**config.mk**
```make
export PLATFORM = sky130hd
export DESIGN_NAME = apb_master_flat
export DESIGN_NICKNAME = d
export VERILOG_FILES = /design/src/rtl/apb_master_if.sv /design/src/rtl/apb_master.sv /design/src/flat_wrapper.sv
export SDC_FILE = /design/constraint.sdc
export NUM_CORES = 1
export LEC_CHECK = 0
export ABC_AREA = 1
export CORE_AREA = 2 2 131 133
export DETAILED_ROUTE_END_ITERATION = 6
export DIE_AREA = 0 0 133 135
export PLACE_DENSITY = 0.77
export SLEW_MARGIN = 0
export SYNTH_ARGS = -nofsm -noshare
export SYNTH_HDL_FRONTEND = slang
export SYNTH_SLANG_ARGS = --single-unit
```
**constraint.sdc**
```tcl
create_clock -name PCLK -period 7.7 [get_ports PCLK]
set_clock_uncertainty 0.05 [all_clocks]
set_input_delay 0.77 -clock PCLK [delete_from_list [all_inputs] [get_ports PCLK]]
set_output_delay 0.77 -clock PCLK [all_outputs]
set_load 0.03 [all_outputs]
```
**src/rtl/apb_master_if.sv**
```systemverilog
// Bundle of the CPU request/response signals and the APB bus signals seen by
// apb_master. The master modport is the bridge's view. The slave modport is
// the view of everything around it: the core and the five peripherals.
interface apb_master_if;
   // CPU side
   logic        transfer;
   logic        write;
   logic [31:0] addr;
   logic [31:0] wdata;
   logic [31:0] rdata;
   logic        ready;
   logic        err;
   // APB side
   logic [31:0] PADDR;
   logic        PWRITE;
   logic        PENABLE;
   logic [31:0] PWDATA;
   logic        PSEL0;
   logic        PSEL1;
   logic        PSEL2;
   logic        PSEL3;
   logic        PSEL4;
   logic [31:0] PRDATA0;
   logic [31:0] PRDATA1;
   logic [31:0] PRDATA2;
   logic [31:0] PRDATA3;
   logic [31:0] PRDATA4;
   logic        PREADY0;
   logic        PREADY1;
   logic        PREADY2;
   logic        PREADY3;
   logic        PREADY4;

   modport master (
      input  transfer, write, addr, wdata,
      input  PRDATA0, PRDATA1, PRDATA2, PRDATA3, PRDATA4,
      input  PREADY0, PREADY1, PREADY2, PREADY3, PREADY4,
      output rdata, ready, err,
      output PADDR, PWRITE, PENABLE, PWDATA,
      output PSEL0, PSEL1, PSEL2, PSEL3, PSEL4
   );

   modport slave (
      output transfer, write, addr, wdata,
      output PRDATA0, PRDATA1, PRDATA2, PRDATA3, PRDATA4,
      output PREADY0, PREADY1, PREADY2, PREADY3, PREADY4,
      input  rdata, ready, err,
      input  PADDR, PWRITE, PENABLE, PWDATA,
      input  PSEL0, PSEL1, PSEL2, PSEL3, PSEL4
   );
endinterface

```
**src/rtl/apb_master.sv**
```systemverilog
// APB3 bridge: turns single-cycle CPU load/store strobes into IDLE/SETUP/ACCESS
// transactions on five APB slaves (RAM, GPO, GPI, GPIO, UART). It returns a
// one-cycle ready pulse with read data and an error flag.
// Optional build macro APB_TIMEOUT_EN adds an ACCESS-phase timeout that aborts
// with err=1 and rdata=32'hDEAD_BEEF after TIMEOUT_CYCLES cycles.
module apb_master #(
   parameter logic [31:0] BASE_ADDR      = 32'h1000_0000,
   parameter int          SLOT_SHIFT     = 12,
   parameter int          TIMEOUT_CYCLES = 255
) (
   input  logic         PCLK,
   input  logic         PRESET,
   apb_master_if.master bus
);

   typedef enum logic [1:0] {
      ST_IDLE   = 2'd0,
      ST_SETUP  = 2'd1,
      ST_ACCESS = 2'd2
   } state_e;

   localparam logic [31:0] ABORT_DATA_C = 32'hDEAD_BEEF;

   // Reject a timeout limit that does not fit the 8-bit ACCESS counter.
   if ((TIMEOUT_CYCLES < 1) || (TIMEOUT_CYCLES > 255)) begin : g_bad_timeout
      $error("apb_master: TIMEOUT_CYCLES must be in 1..255");
   end

   state_e      state_q, state_d;
   logic [31:0] paddr_q, paddr_d;
   logic [31:0] pwdata_q, pwdata_d;
   logic        pwrite_q, pwrite_d;
   logic [4:0]  psel_q, psel_d;
   logic        penable_q, penable_d;
   logic [31:0] rdata_q, rdata_d;
   logic        ready_q, ready_d;
   logic        err_q, err_d;

   logic [31:0] offset_s;
   logic [31:0] slot_s;
   logic        mapped_s;
   logic [4:0]  psel_dec_s;
   logic [4:0]  pready_vec_s;
   logic        pready_sel_s;
   logic [31:0] prdata_sel_s;
   logic        unmapped_s;
   logic        done_s;
   logic        timeout_s;

   // Slot decode of the incoming CPU address. Addresses below the window wrap
   // to a huge offset, but the explicit lower-bound test keeps them unmapped.
   assign offset_s = bus.addr - BASE_ADDR;
   assign slot_s   = offset_s >> SLOT_SHIFT;
   assign mapped_s = (bus.addr >= BASE_ADDR) && (slot_s < 32'd5);

   // One-hot select pattern for the request being accepted in IDLE.
   always_comb begin
      psel_dec_s = 5'b0_0000;
      if (mapped_s) begin
         case (slot_s[2:0])
            3'd0:    psel_dec_s = 5'b0_0001;
            3'd1:    psel_dec_s = 5'b0_0010;
            3'd2:    psel_dec_s = 5'b0_0100;
            3'd3:    psel_dec_s = 5'b0_1000;
            3'd4:    psel_dec_s = 5'b1_0000;
            default: psel_dec_s = 5'b0_0000;
         endcase
      end else begin
         psel_dec_s = 5'b0_0000;
      end
   end

   // The latched PSEL vector steers both the PREADY and PRDATA muxes. An
   // all-zero vector marks an unmapped transfer that completes on its own.
   assign pready_vec_s = {bus.PREADY4, bus.PREADY3, bus.PREADY2, bus.PREADY1, bus.PREADY0};
   assign pready_sel_s = |(psel_q & pready_vec_s);
   assign unmapped_s   = (psel_q == 5'b0_0000);
   assign done_s       = (state_q == ST_ACCESS) && (pready_sel_s || unmapped_s);

   // Read-data mux of the currently selected slave.
   always_comb begin
      prdata_sel_s = 32'h0000_0000;
      case (psel_q)
         5'b0_0001: prdata_sel_s = bus.PRDATA0;
         5'b0_0010: prdata_sel_s = bus.PRDATA1;
         5'b0_0100: prdata_sel_s = bus.PRDATA2;
         5'b0_1000: prdata_sel_s = bus.PRDATA3;
         5'b1_0000: prdata_sel_s = bus.PRDATA4;
         default:   prdata_sel_s = 32'h0000_0000;
      endcase
   end

`ifdef APB_TIMEOUT_EN
   localparam logic [7:0] TIMEOUT_LAST_C = 8'(TIMEOUT_CYCLES - 1);

   logic [7:0] cnt_q, cnt_d;

   // ACCESS-cycle counter: zero in the first ACCESS cycle, +1 per wait cycle.
   always_comb begin
      cnt_d = cnt_q;
      case (state_q)
         ST_SETUP:  cnt_d = 8'd0;
         ST_ACCESS: cnt_d = cnt_q + 8'd1;
         default:   cnt_d = cnt_q;
      endcase
   end

   // ACCESS-cycle counter register.
   always_ff @(posedge PCLK or posedge PRESET) begin
      if (PRESET) begin
         cnt_q <= 8'd0;
      end else begin
         cnt_q <= cnt_d;
      end
   end

   // Abort in the TIMEOUT_CYCLES-th ACCESS cycle if the slave is still busy.
   assign timeout_s = (state_q == ST_ACCESS) && !done_s && (cnt_q == TIMEOUT_LAST_C);
`else
   assign timeout_s = 1'b0;
`endif

   // State register.
   always_ff @(posedge PCLK or posedge PRESET) begin
      if (PRESET) begin
         state_q <= ST_IDLE;
      end else begin
         state_q <= state_d;
      end
   end

   // Next-state logic: SETUP always lasts one cycle. ACCESS lasts until the
   // slave is ready or the timeout fires.
   always_comb begin
      state_d = state_q;
      case (state_q)
         ST_IDLE: begin
            if (bus.transfer) begin
               state_d = ST_SETUP;
            end else begin
               state_d = ST_IDLE;
            end
         end
         ST_SETUP: begin
            state_d = ST_ACCESS;
         end
         ST_ACCESS: begin
            if (done_s || timeout_s) begin
               state_d = ST_IDLE;
            end else begin
               state_d = ST_ACCESS;
            end
         end
         default: begin
            state_d = ST_IDLE;
         end
      endcase
   end

   // Next values of the registered outputs. PSEL is set on the IDLE->SETUP
   // edge so that it is already high during SETUP.
   always_comb begin
      paddr_d   = paddr_q;
      pwdata_d  = pwdata_q;
      pwrite_d  = pwrite_q;
      psel_d    = psel_q;
      penable_d = penable_q;
      rdata_d   = rdata_q;
      err_d     = err_q;
      ready_d   = 1'b0;
      case (state_q)
         ST_IDLE: begin
            if (bus.transfer) begin
               paddr_d   = bus.addr;
               pwdata_d  = bus.wdata;
               pwrite_d  = bus.write;
               psel_d    = psel_dec_s;
               penable_d = 1'b0;
            end else begin
               psel_d    = 5'b0_0000;
               penable_d = 1'b0;
            end
         end
         ST_SETUP: begin
            penable_d = 1'b1;
         end
         ST_ACCESS: begin
            if (done_s) begin
               ready_d   = 1'b1;
               psel_d    = 5'b0_0000;
               penable_d = 1'b0;
               if (unmapped_s) begin
                  rdata_d = 32'h0000_0000;
                  err_d   = 1'b1;
               end else if (pwrite_q) begin
                  rdata_d = 32'h0000_0000;
                  err_d   = 1'b0;
               end else begin
                  rdata_d = prdata_sel_s;
                  err_d   = 1'b0;
               end
            end else if (timeout_s) begin
               ready_d   = 1'b1;
               psel_d    = 5'b0_0000;
               penable_d = 1'b0;
               rdata_d   = ABORT_DATA_C;
               err_d     = 1'b1;
            end else begin
               penable_d = 1'b1;
            end
         end
         default: begin
            psel_d    = 5'b0_0000;
            penable_d = 1'b0;
         end
      endcase
   end

   // Output registers: every bus and CPU-facing output comes straight from a flop.
   always_ff @(posedge PCLK or posedge PRESET) begin
      if (PRESET) begin
         paddr_q   <= 32'h0000_0000;
         pwdata_q  <= 32'h0000_0000;
         pwrite_q  <= 1'b0;
         psel_q    <= 5'b0_0000;
         penable_q <= 1'b0;
         rdata_q   <= 32'h0000_0000;
         ready_q   <= 1'b0;
         err_q     <= 1'b0;
      end else begin
         paddr_q   <= paddr_d;
         pwdata_q  <= pwdata_d;
         pwrite_q  <= pwrite_d;
         psel_q    <= psel_d;
         penable_q <= penable_d;
         rdata_q   <= rdata_d;
         ready_q   <= ready_d;
         err_q     <= err_d;
      end
   end

   assign bus.PADDR   = paddr_q;
   assign bus.PWDATA  = pwdata_q;
   assign bus.PWRITE  = pwrite_q;
   assign bus.PENABLE = penable_q;
   assign bus.PSEL0   = psel_q[0];
   assign bus.PSEL1   = psel_q[1];
   assign bus.PSEL2   = psel_q[2];
   assign bus.PSEL3   = psel_q[3];
   assign bus.PSEL4   = psel_q[4];
   assign bus.rdata   = rdata_q;
   assign bus.ready   = ready_q;
   assign bus.err     = err_q;

endmodule

```
**src/flat_wrapper.sv**
```systemverilog
// flat-port wrapper written by rule: the top's interface ports become plain ports
module apb_master_flat 
#(
   parameter logic [31:0] BASE_ADDR      = 32'h1000_0000,
   parameter int          SLOT_SHIFT     = 12,
   parameter int          TIMEOUT_CYCLES = 255
)
  (PCLK, PRESET, bus_transfer, bus_write, bus_addr, bus_wdata, bus_PRDATA0, bus_PRDATA1, bus_PRDATA2, bus_PRDATA3, bus_PRDATA4, bus_PREADY0, bus_PREADY1, bus_PREADY2, bus_PREADY3, bus_PREADY4, bus_rdata, bus_ready, bus_err, bus_PADDR, bus_PWRITE, bus_PENABLE, bus_PWDATA, bus_PSEL0, bus_PSEL1, bus_PSEL2, bus_PSEL3, bus_PSEL4);
  apb_master_if bus_i ();
  input  logic PCLK;
  input  logic PRESET;
  input wire logic [$bits(bus_i.transfer)-1:0] bus_transfer;
  input wire logic [$bits(bus_i.write)-1:0] bus_write;
  input wire logic [$bits(bus_i.addr)-1:0] bus_addr;
  input wire logic [$bits(bus_i.wdata)-1:0] bus_wdata;
  input wire logic [$bits(bus_i.PRDATA0)-1:0] bus_PRDATA0;
  input wire logic [$bits(bus_i.PRDATA1)-1:0] bus_PRDATA1;
  input wire logic [$bits(bus_i.PRDATA2)-1:0] bus_PRDATA2;
  input wire logic [$bits(bus_i.PRDATA3)-1:0] bus_PRDATA3;
  input wire logic [$bits(bus_i.PRDATA4)-1:0] bus_PRDATA4;
  input wire logic [$bits(bus_i.PREADY0)-1:0] bus_PREADY0;
  input wire logic [$bits(bus_i.PREADY1)-1:0] bus_PREADY1;
  input wire logic [$bits(bus_i.PREADY2)-1:0] bus_PREADY2;
  input wire logic [$bits(bus_i.PREADY3)-1:0] bus_PREADY3;
  input wire logic [$bits(bus_i.PREADY4)-1:0] bus_PREADY4;
  output wire logic [$bits(bus_i.rdata)-1:0] bus_rdata;
  output wire logic [$bits(bus_i.ready)-1:0] bus_ready;
  output wire logic [$bits(bus_i.err)-1:0] bus_err;
  output wire logic [$bits(bus_i.PADDR)-1:0] bus_PADDR;
  output wire logic [$bits(bus_i.PWRITE)-1:0] bus_PWRITE;
  output wire logic [$bits(bus_i.PENABLE)-1:0] bus_PENABLE;
  output wire logic [$bits(bus_i.PWDATA)-1:0] bus_PWDATA;
  output wire logic [$bits(bus_i.PSEL0)-1:0] bus_PSEL0;
  output wire logic [$bits(bus_i.PSEL1)-1:0] bus_PSEL1;
  output wire logic [$bits(bus_i.PSEL2)-1:0] bus_PSEL2;
  output wire logic [$bits(bus_i.PSEL3)-1:0] bus_PSEL3;
  output wire logic [$bits(bus_i.PSEL4)-1:0] bus_PSEL4;
  assign bus_i.transfer = bus_transfer;
  assign bus_i.write = bus_write;
  assign bus_i.addr = bus_addr;
  assign bus_i.wdata = bus_wdata;
  assign bus_i.PRDATA0 = bus_PRDATA0;
  assign bus_i.PRDATA1 = bus_PRDATA1;
  assign bus_i.PRDATA2 = bus_PRDATA2;
  assign bus_i.PRDATA3 = bus_PRDATA3;
  assign bus_i.PRDATA4 = bus_PRDATA4;
  assign bus_i.PREADY0 = bus_PREADY0;
  assign bus_i.PREADY1 = bus_PREADY1;
  assign bus_i.PREADY2 = bus_PREADY2;
  assign bus_i.PREADY3 = bus_PREADY3;
  assign bus_i.PREADY4 = bus_PREADY4;
  assign bus_rdata = bus_i.rdata;
  assign bus_ready = bus_i.ready;
  assign bus_err = bus_i.err;
  assign bus_PADDR = bus_i.PADDR;
  assign bus_PWRITE = bus_i.PWRITE;
  assign bus_PENABLE = bus_i.PENABLE;
  assign bus_PWDATA = bus_i.PWDATA;
  assign bus_PSEL0 = bus_i.PSEL0;
  assign bus_PSEL1 = bus_i.PSEL1;
  assign bus_PSEL2 = bus_i.PSEL2;
  assign bus_PSEL3 = bus_i.PSEL3;
  assign bus_PSEL4 = bus_i.PSEL4;
  apb_master #(.BASE_ADDR(BASE_ADDR), .SLOT_SHIFT(SLOT_SHIFT), .TIMEOUT_CYCLES(TIMEOUT_CYCLES)) u_core (.PCLK(PCLK), .PRESET(PRESET), .bus(bus_i));
endmodule
```
Word-level counts from Yosys, hierarchy flattened --
Index checks and enable logic that the tools add are counted. Widths: inputs -> output; s select.
Word-level totals: flip-flop bits (word level) 107, output and inout port bits 105
Cells by class: add/sub/neg operators 1, magnitude comparators 2, equality and inequality tests 12, multiplexer cells 16, bitwise logic cells 2, reduce and logical (&&, ||, !) cells 10
Operator list (number):
- $pmux 32 s5 | 1
- $mux 32 | 2
- $ge 32x29->1 const B | 1
- $sub 32x29->32 const B | 1
- $pmux 5 s5 | 1
- $lt 20x3->1 const B | 1
- $mux 5 | 3
- $pmux 5 s3 | 1
- $eq 3x2->1 const B | 2
- $pmux 2 s3 | 1
- $reduce_and 2->1 | 3
- $and 5x5->5 | 1
- $eq 5x1->1 const B | 1
- $eq 5x2->1 const B | 1
- $eq 5x3->1 const B | 1
- $eq 5x4->1 const B | 1
- $eq 5x5->1 const B | 1
- $logic_not 5->1 | 1
- $mux 1 | 5
- $reduce_or 5->1 | 1
- $eq 3x1->1 const B | 1
- $eq 3x3->1 const B | 1
- $logic_not 3->1 | 1
- $eq 2x1->1 const B | 1
- 8 further kinds | 9

Depth between registers and ports, before layout --
depth in word-level cells 6, mapped depth 10, depth with buffers taken out 8

Worst setup path after synthesis --
No wires, ideal clock.
path type input -> register, start point input port bus_transfer, end point register u_core.pwdata_q[10] (netlist: u_core.bus.PWDATA[10]), arrival time 1.482 ns, data required time 7.533 ns, slack 6.052 ns, cell stages on the path 6, path buffers 2, cells stage by stage nand2_1 inv_2 buf_2 buf_2 nand2_1 nand2_1
On the way: cells in the longest elaborated chain, start to end 1
RTL lines:
- from (decl) | line flat_wrapper.sv:12 | input wire logic [$bits(bus_i.transfer)-1:0] bus_transfer;
- $reduce_and 2->1 (no line)
- to (signal assigned) | line apb_master.sv:232 | pwdata_q <= pwdata_d;
- to (decl) | line apb_master.sv:31 | logic [31:0] pwdata_q, pwdata_d;
Every way passes these cells. A chain may end at the register's enable or synchronous reset.

Worst setup path after layout --
start point register u_core.psel_q[0], end point register u_core.rdata_q[28] (netlist: u_core.bus.rdata[28])
On the way: cells in the longest elaborated chain, start to end 5, elaborated cells between the ends (all ways) 14, those cells by class 5 x eq/ne; 3 x mux; 1 x bitwise; 5 x reduce/logical
RTL lines:
- from (decl) | line apb_master.sv:33 | logic [4:0] psel_q, psel_d;
- from (signal assigned) | line apb_master.sv:234 | psel_q <= psel_d;
- parallel branches: the longest is 5 deep, another holds $pmux 32 s5
- to (signal assigned) | line apb_master.sv:236 | rdata_q <= rdata_d;
- to (decl) | line apb_master.sv:35 | logic [31:0] rdata_q, rdata_d;
Parallel ways; which one is timed is not known.

==> flow_metrics.env <==
export IMPL_status="complete, no violations"
export IMPL_insertion_delay_ps=340
export IMPL_max_cap_violations=0
export IMPL_antenna_found_initial=0
export IMPL_hold_start="u_core.bus.PADDR[20]$_DFFE_PP0P_"
export IMPL_drt_first_pass_iters=4
export IMPL_pre_cts_slack_ps=4580
export IMPL_finalSetupTns_ps=0
export IMPL_boundaryPins=338
export IMPL_area_delta_synth_final_pct=61.1
export IMPL_via_per_inst=4.77
export IMPL_synth_compound_area_share_pct=3.98
export IMPL_ctsRootBufferMaster="clkbuf_16"
export IMPL_synth_nets=1129
export IMPL_yosysSeqAreaShare_pct=43.9
export IMPL_rsz0062_at_grt="false"
export IMPL_cts_buffer_depth=2
export IMPL_final_hold_viol_count=0
export IMPL_yosysWarnings=0
export IMPL_post_route_period_util_pct=39.4
export IMPL_r2r_cells=7
export IMPL_period_minus_slack_ps=3030
export IMPL_worst_pin_slew_ps=1300
export IMPL_clkTransAtPathRegs_ps=80
export IMPL_ir_drop_mv=0.283
export IMPL_powerDensity_nw_per_um2=377
export IMPL_grt_total_usage_pct=25.2
export IMPL_cts_resized=0
export IMPL_syn_inst=893
export IMPL_synth_area_top_cells="dfrtp_1, nand2_1, nand4_1"
export IMPL_hpwlAfterDp_um=16200
export IMPL_maxSlewViolCount=0
export IMPL_avgRoutedWirePerCell_um=16.4
export IMPL_synth_distinct_cells=21
export IMPL_ctsHoldBuffers=0
export IMPL_die_height_um=135
export IMPL_grt_max_degree=97
export IMPL_syn_cell_area_um2=6100
export IMPL_placed_cells=1402
export IMPL_synth_adder_area_share_pct=0.616
export IMPL_placed_cell_area_um2=9520
export IMPL_synth_area_mux_share_pct=0
export IMPL_synth_top_family_by_area="simple AND/OR/NAND/NOR gates"
export IMPL_postCtsSetupBuffers=0
export IMPL_start_util_pct=37.2
export IMPL_critical_path_class="register to register"
export IMPL_ys_ff_latch=107
export IMPL_multi_input_area_um2=2700
export IMPL_ys_flop_type="dfrtp_1"
export IMPL_fin_nets=1429
export IMPL_seqCellArea_um2=2680
export IMPL_r2r_start="u_core.psel_q[0]$_DFFE_PP0P_"
export IMPL_holdPathStages=2
export IMPL_max_freq_mhz=330
export IMPL_htree_num_levels=3
export IMPL_globalRouteOverflowTotal=0
export IMPL_drive_gt1_share_pct=3.01
export IMPL_core_area_um2=16400
export IMPL_finalSetupViolCount=0
export IMPL_numCtsBuffers=9
export IMPL_finalPower_mw=3.70
export IMPL_fillers=1457
export IMPL_ant_nets=0
export IMPL_grt_pass1_wl_um=35200
export IMPL_clkSinkCount=107
export IMPL_fin_cells=1418
export IMPL_die_w_um=133
export IMPL_p_leak_nw=4.89
export IMPL_routed_wl_um=23200
export IMPL_insertedDiodeCount=0
export IMPL_slew_headroom_pct=12.8
export IMPL_port_buffers=337
export IMPL_gp_congestion=0.820
export IMPL_yosys_area_top_type="dfrtp_1"
export IMPL_synth_edff_count=0
export IMPL_r2r_end="u_core.bus.rdata[28]$_DFFE_PP0P_"
export IMPL_yosysTopAreaCellShare_pct=43.9
export IMPL_synth_xor_area_share_pct=0
export IMPL_grt_pass1_vias=6512
export IMPL_fin_area_um2=9820
export IMPL_first_iter_violations=405
export IMPL_drcViolationCount=0
export IMPL_avgSynthCellArea_um2=6.83
export IMPL_arrival_ps=3270
export IMPL_min_to="u_core.bus.PADDR[20]$_DFFE_PP0P_"
export IMPL_cts_tree="done"
export IMPL_vias=6767
export IMPL_crit_path_max_fanout=37
export IMPL_synthSimpleGateAreaFrac_pct=39.7
export IMPL_worst_r2r_setup_slack_ps=4670
export IMPL_dieArea_um2=18000
export IMPL_rows=47
export IMPL_hp_class="register to register"
export IMPL_critPathLaunchType="register"
export IMPL_worst_setup_path_end_kind="register"
export IMPL_cp_required_ps=7940
export IMPL_setup_slack_ps=4670
export IMPL_synthArstFlopShare_pct=100
-- layer usage --
metal / share of wire, % / routed length, um / track usage, %
met4: 1.4 / 335 / 6.93
met3: 9.4 / 2190 / 7.39
met5: 0 / 0 / 0
met2: 49 / 11300 / 43.4
met1: 41 / 9440 / 30.9
-- report_power, final --
group / switching (mW) / total [mW] / internal [mW]
Sequential: 0.180 / 1.01 / 0.834
Combinational: 1.41 / 2.22 / 0.811
Clock: 0.230 / 0.466 / 0.236
Total: 1.82 / 3.70 / 1.88
-- critical path, stage by stage, from the launching register on --
cell and delay [ps]:
dfrtp_1 510, nor2_8 550, nand3_1 1030, o21ai_0 550, inv_1 70, nand2_1 70
nand2_1 50, nand2_1 90
-- sequential cells by signal, indices dropped and copies added (netlist names) --
signal and flops:
u_core.bus.PADDR 32, u_core.bus.PENABLE 1, u_core.bus.PWDATA 32, u_core.bus.PWRITE 1, u_core.bus.err 1, u_core.bus.rdata 32, u_core.bus.ready 1, u_core.psel_q 5
u_core.state_q 2
-- layout by cell type, fill, tap and decap left out, types with 3 or more instances in the layout --
cell type,netlist,layout
buf_4,6,7
nand3_1,13,13
inv_1,113,112
o21ai_1,12,12
nand2_1,350,349
inv_2,4,4
o21ai_0,30,30
clkbuf_16,0,9
a21oi_1,5,5
nand4_1,97,97
clkdlybuf4s50_1,0,337
ha_1,3,3
nor2_1,97,96
dfrtp_1,107,107
-- Yosys cell counts (6+ instances only) --
library cell	instances
nand2_1	350
inv_1	113
dfrtp_1	107
nand4_1	97
nor2_1	97
o21ai_0	30
buf_2	23
clkbuf_1	16
nand3_1	13
o21ai_1	12
buf_1	7
buf_4	6
-- kinds of logic (layout without fill, tap and decap cells) --
| group | after synthesis | after routing |
|---|---|---|
| simple gates | 563 | 563 |
| buf+inv | 172 | 477 |
| flops | 107 | 107 |
| compound gates | 48 | 48 |
| fa+ha+maj | 3 | 3 |
-- area by class of cell --
class | instances | area share (%)
sequential | 107 | 27.3
tap | 220 | 2.80
multi-input combinational | 614 | 27.5
clock buffer | 10 | 2.43
timing repair buffer | 344 | 34.9
clock inverter | 6 | 0.599
inverter | 117 | 4.50
-- worst max-delay path by stage --
stage	from	endpoint	slack [ps]
after floorplan	PRESET	u_core.bus.PADDR[0]$_DFFE_PP0P_	4060
after CTS	u_core.psel_q[0]$_DFFE_PP0P_	u_core.bus.rdata[19]$_DFFE_PP0P_	4560
after global routing	u_core.psel_q[0]$_DFFE_PP0P_	u_core.bus.rdata[15]$_DFFE_PP0P_	4340
after global placement	u_core.psel_q[0]$_DFFE_PP0P_	u_core.bus.rdata[29]$_DFFE_PP0P_	4620
after detailed placement	u_core.psel_q[0]$_DFFE_PP0P_	u_core.bus.rdata[19]$_DFFE_PP0P_	4580
final	u_core.psel_q[0]$_DFFE_PP0P_	u_core.bus.rdata[28]$_DFFE_PP0P_	4670
-- through the flow --
stage / hold WS, ps / util, %
final: 435 / 59.9
after global placement: 411 / 58.0
after detailed placement: 415 / 58.0
after floorplan: 437 / -
after global routing: 448 / 59.9
after CTS: 436 / 59.9
No activity file was read; power rests on OpenSTA's default activity.
